<file path="config.mk">
export PLATFORM = sky130hd
export DESIGN_NAME = branch_resolve
export DESIGN_NICKNAME = d
export VERILOG_FILES = /design/src/rtl/branch_resolve.sv
export SDC_FILE = /design/constraint.sdc
export NUM_CORES = 1
export LEC_CHECK = 0
export ABC_AREA = 1
export BUFFER_PORTS_ARGS = -buffer_cell sky130_fd_sc_hd__buf_2
export CORE_MARGIN = 1.5
export CORE_UTILIZATION = 35
export CTS_BUF_LIST = sky130_fd_sc_hd__clkbuf_2
export DETAILED_ROUTE_END_ITERATION = 8
export REMOVE_ABC_BUFFERS = 1
export SYNTH_ARGS = -nofsm -noshare
export SYNTH_HDL_FRONTEND = slang
export SYNTH_SLANG_ARGS = --single-unit
</file>
<file path="constraint.sdc">
create_clock -name clk -period 2.02 [get_ports clk]
set_clock_uncertainty 0.2 [all_clocks]
set_input_delay 0.505 -clock clk [delete_from_list [all_inputs] [get_ports clk]]
set_output_delay 0.505 -clock clk [all_outputs]
set_load 0.02 [all_outputs]
</file>
<file path="src/rtl/branch_resolve.sv">
// rtl/branch_resolve.sv - execute-stage branch resolution, redirect shadow guard and branch statistics
module branch_resolve #(
  parameter int XLEN = 32,
  parameter int CW   = 16
) (
  input  logic            clk,
  input  logic            reset,
  input  logic            StallE,
  input  logic            FlushE,
  input  logic            BranchD,
  input  logic            JumpD,
  input  logic [1:0]      BranchTypeD,
  input  logic [2:0]      ALUControlD,
  input  logic [XLEN-1:0] PCD,
  input  logic [XLEN-1:0] ImmExtD,
  input  logic            ZeroE,
  input  logic [XLEN-1:0] ALUResultE,
  output logic [2:0]      ALUControlE,
  output logic            PCSrcE,
  output logic [XLEN-1:0] PCTargetE,
  output logic [CW-1:0]   BrCount,
  output logic [CW-1:0]   TakenCount
);

  typedef enum logic {
    S_IDLE   = 1'b0,
    S_SHADOW = 1'b1
  } state_t;

  state_t          r_state;
  logic            r_branch_e;
  logic            r_jump_e;
  logic [1:0]      r_branch_type_e;
  logic [2:0]      r_alu_control_e;
  logic [XLEN-1:0] r_pc_e;
  logic [XLEN-1:0] r_imm_ext_e;
  logic [CW-1:0]   r_br_count;
  logic [CW-1:0]   r_taken_count;

  logic            w_cond_e;
  logic            w_pcsrc_e;
  logic            w_unused_alu_result;

  // Only the slt outcome in bit 0 feeds the condition.
  assign w_unused_alu_result = ^ALUResultE[XLEN-1:1];

  always_ff @(posedge clk) begin
    if (reset || FlushE) begin
      r_branch_e      <= 1'b0;
      r_jump_e        <= 1'b0;
      r_branch_type_e <= 2'b00;
      r_alu_control_e <= 3'b000;
      r_pc_e          <= '0;
      r_imm_ext_e     <= '0;
    end else if (!StallE) begin
      r_branch_e      <= BranchD;
      r_jump_e        <= JumpD;
      r_branch_type_e <= BranchTypeD;
      r_alu_control_e <= ALUControlD;
      r_pc_e          <= PCD;
      r_imm_ext_e     <= ImmExtD;
    end
  end

  always_comb begin
    w_cond_e = 1'b0;
    unique case (r_branch_type_e)
      2'b00: w_cond_e = ZeroE;
      2'b01: w_cond_e = !ZeroE;
      2'b10: w_cond_e = ALUResultE[0];
      2'b11: w_cond_e = !ALUResultE[0];
    endcase
  end

  // A jump dominates, so the illegal branch+jump encoding resolves as a taken jump.
  assign w_pcsrc_e = (r_jump_e | (r_branch_e & w_cond_e)) & (r_state != S_SHADOW);

  always_ff @(posedge clk) begin
    if (reset) begin
      r_state       <= S_IDLE;
      r_br_count    <= '0;
      r_taken_count <= '0;
    end else begin
      unique case (r_state)
        S_IDLE: begin
          if (!StallE && (r_branch_e || r_jump_e)) begin
            r_br_count <= r_br_count + CW'(1);
            if (w_pcsrc_e) begin
              r_taken_count <= r_taken_count + CW'(1);
            end
          end
          if (w_pcsrc_e && !StallE) begin
            r_state <= S_SHADOW;
          end
        end
        // The shadow lasts exactly one cycle even under stall.
        S_SHADOW: r_state <= S_IDLE;
      endcase
    end
  end

  assign ALUControlE = r_alu_control_e;
  assign PCSrcE      = w_pcsrc_e;
  assign PCTargetE   = r_pc_e + r_imm_ext_e;
  assign BrCount     = r_br_count;
  assign TakenCount  = r_taken_count;

endmodule

</file>
==> results.md <==
- Avg WL per Cell: roughly 12 um
- Routability congestion estimate: approximately 0.86
- Drt drc: 10
- Max stage delay cell, worst path: dfxtp_2
- Delay-heaviest family, CP: simple AND/OR/NAND/NOR gates
- Core ar.: ~0.018 mm2
- Tot GR Track Use: between 10% and 20%
- Dpl hpwl: 13500 um
- Synth Area in Adders: 6.63%
- First-pass GRT wire length: between 30000 and 40000 um
- Row cnt: 49
- Critical Path RT: 1.31 ns
- CTS sink count: roughly 100
- DR pass1 iterations: 7
- Post-route cell area: 0.0103 mm2
- Post-synthesis mux area share: 0%
- Post-synth ARST share: 0%
- Worst Max-Slew Pin Slew: approximately 0.43 ns
- Vias/cell: approximately 4.6
- GRT met2 Usage: approximately 34%
- Clock tree buffer depth: 2
- Clk Tree Root Cell: clkbuf_2
- Worst Hold Class: input port to flip-flop
- Max_slew headroom: a little over 70%
- Peak supply drop: roughly 360 uV
- DRT iter0 DRCs: 241
- FF+latch count, synth: 104
- Final std cells w/o fill: 1592
- Layout cells sized above 1: 37.9%
- Fillers: around 1700
- Die width: approximately 140 um
- Global routing usage on met1: around a quarter
- Most frequent CP cell: nand2_1
- Inst Count DP: 1477
- CTS tree: done
- Critical Path Sink Type: output pin
- Final period util: 153%
- Synth-to-layout area growth: 57.5%
- Post-route ant nets: 0
- Post-Synth Simple-Gate Area: a little under two fifths
- Gate Count Post-Synth: about 1100
- Syn avg cell area: ~6.1 um2
- RSZ-0062 raised after global routing: yes
- Post-synth EDFFs: 0
- Complex-gate fraction of the synthesized area: a little over a tenth
- Critical path buffer and inverter count: 1
- Critical Path AT: roughly 2.4 ns
- Pwr Density: 383 mW/mm2
- Startpoint types: flip-flop
- Status: finished with violations
- Worst setup margin: -1.07 ns
- Failing checks: DRC, setup timing
- Hold Vio Cnt, Final: 0
- Clk slew on worst S/H paths: ~0.31 ns
- Synth unique cells: 38
- DIE HEIGHT: around 140 um
- Leakage: approximately 5 nW
- Post-synth design cell area: approximately 0.0065 mm2
- Die area: roughly 0.019 mm2
- Post-Route WL: 19700 um
- Max-cap violation count: 0
- Largest net degree at the start of global routing: 75
- Sequential element share of the synthesized area: between 30% and 40%
- Nets: ~1500
- CP Max Fanout: 4
- Initial core utilization: between 30 and 40%
- Final Slew Violations: 0
- I/O pin count: between 150 and 200
- Insertion delay to the later sink of the worst-skew pair: 0.65 ns
- Fmax: around 320 MHz
- Synth Area in XOR/XNOR: slightly below 4%
- Initial antenna violation count: 1
- CP max stage delay: around 0.4 ns
- Largest family of logic cells by synthesized area: simple AND/OR/NAND/NOR gates
- Number of port buffers: 144
- Crit path kind: flip-flop to output pin
- Most Used Layer, Global Route: met2
- GRT met3 Usage: under 10%
- Vias in the first global route: ~6900
- Min Hold Slack: roughly 0.17 ns
- Num CTS Buffers: 9
- Fin crit period: ~3.1 ns
- Synth Warn #: 0
- Top FF cell, synth: dfxtp_1
- Total grt overflow: 0
- Vias: 7291
- H-tree Lvls: 3
- Critical path cell sequence: ha_4 > nand2_1 > nand2_2 > nand2_1 > nand2_1 > a21oi_2 > nand2_4 > nand2_2 > nand2_1 > nand2_1 > nand2_2 > buf_6
- Placed instance area: approximately 0.0079 mm2
- # setup viols final: 33
final timing paths:
check            startpoint        endpoint  slack (ns)  depth (start not counted)
max reg2reg   TakenCount[1]  TakenCount[12]        0.21                          8
min                  StallE  r_imm_ext_e[3]        0.17                          4
min reg2reg  ALUControlE[2]  ALUControlE[2]        0.28                          2
max               r_pc_e[7]   PCTargetE[30]       -1.07                         12
through the flow:
step	worst slack, ns	setup TNS, ns	utilization (%)	total power, mW
6_report	-1.07	-29.56	56.7	3.94
3_3_place_gp	-0.502	-11.26	43.6	2.75
4_1_cts	-1.05	-30.09	53.3	3.97
3_5_place_dp	-0.515	-11.79	43.6	2.75
5_1_grt	-1.21	-34.14	56.7	4.16
2_1_floorplan	-0.412	-13.73	-	2.46
flip-flops by register name, summed over array words and instances, names as in the netlist, 2 cells and up:
register,flops
TakenCount,16
r_pc_e,32
BrCount,16
r_branch_type_e,2
r_imm_ext_e,32
ALUControlE,3
worst reg2reg max path, cell delays in order (launching register included):
cell and delay, ns:
dfxtp_4 0.44, buf_4 0.12, ha_1 0.21, nand2_1 0.09
nor2_1 0.22, nand3_1 0.14, xnor2_1 0.15, nand2_1 0.07
a21oi_1 0.10
cell usage in the layout, fill, tap and decap left out, drive strengths merged:
master and n:
a211oi 2, nand3b 3, a21oi 113, o21a 1
xnor2 6, nand3 39, nor3 12, dlygate4sd3 72
nand4 4, ha 33, fa 1, nor2 75
xor2 23, clkinv 2, nand2 463, buf 231
o21bai 2, nor3b 2, dfxtp 104, o21ai 10
inv 148, a21o 2, clkbuf 9, or2 3
and2 1, diode 1, a31oi 1
where the power goes:
| part | leakage [nW] | switching [mW] | internal [mW] |
|---|---|---|---|
| logic | 4.20 | 0.408 | 0.427 |
| registers | 0.883 | 0.0433 | 2.10 |
| clock network | 0.0709 | 0.776 | 0.193 |
cells in the mapped netlist, drive strengths merged, types with 2 or more instances:
cell type	number	area share (%)
nand2	463	27
or2	3	0.29
nor3	12	1.2
a21oi	113	8.9
nand3b	3	0.40
o21bai	2	0.23
inv	142	8.2
a211oi	2	0.23
ha	33	6.3
o21ai	10	0.82
dfxtp	104	32
xor2	23	3.1
nand3	39	3.1
buf	12	1.1
clkbuf	17	0.98
nand4	4	0.38
a21o	2	0.23
nor2	75	4.3
nor3b	2	0.23
xnor2	6	0.80
cells by family (layout without fill, tap and decap cells):
group                    count (synthesis)  after routing
buffers and inverters                  172            462
AO/OA/AOI/OAI                          131            131
AND/OR/NAND/NOR                        602            602
flip-flops                             104            104
other                                    0              1
adder cells (fa/ha/maj)                 34             34
XOR/XNOR                                29             29
timing repair:
item,4_1_cts,5_1_grt
endpoints found under the hold margin,90,0
hold buffers,72,0
setup endpoints to repair,60,54
gates resized for setup,232,158
pin swaps,32,55
setup buffers,18,13
cell type report:
| cell class | count | area [um2] | share of cell area (%) |
|---|---|---|---|
| diodes | 1 | 2.50 | 0.0243 |
| clock buffers | 9 | 45.0 | 0.438 |
| flip-flops and latches | 104 | 2200 | 21.4 |
| well taps | 229 | 287 | 2.79 |
| multi-input cells | 796 | 4750 | 46.2 |
| repair buffers | 303 | 2400 | 23.4 |
| inverters | 143 | 539 | 5.24 |
| clock inverters | 7 | 58.8 | 0.572 |
routing by layer:
metal  wire length (um)  vias up
li1                   -     3872
met1               9110     3246
met2               9310      149
met3               1010       24
met4                273        0
met5                  0        -
(Power assumes the default switching activity.)
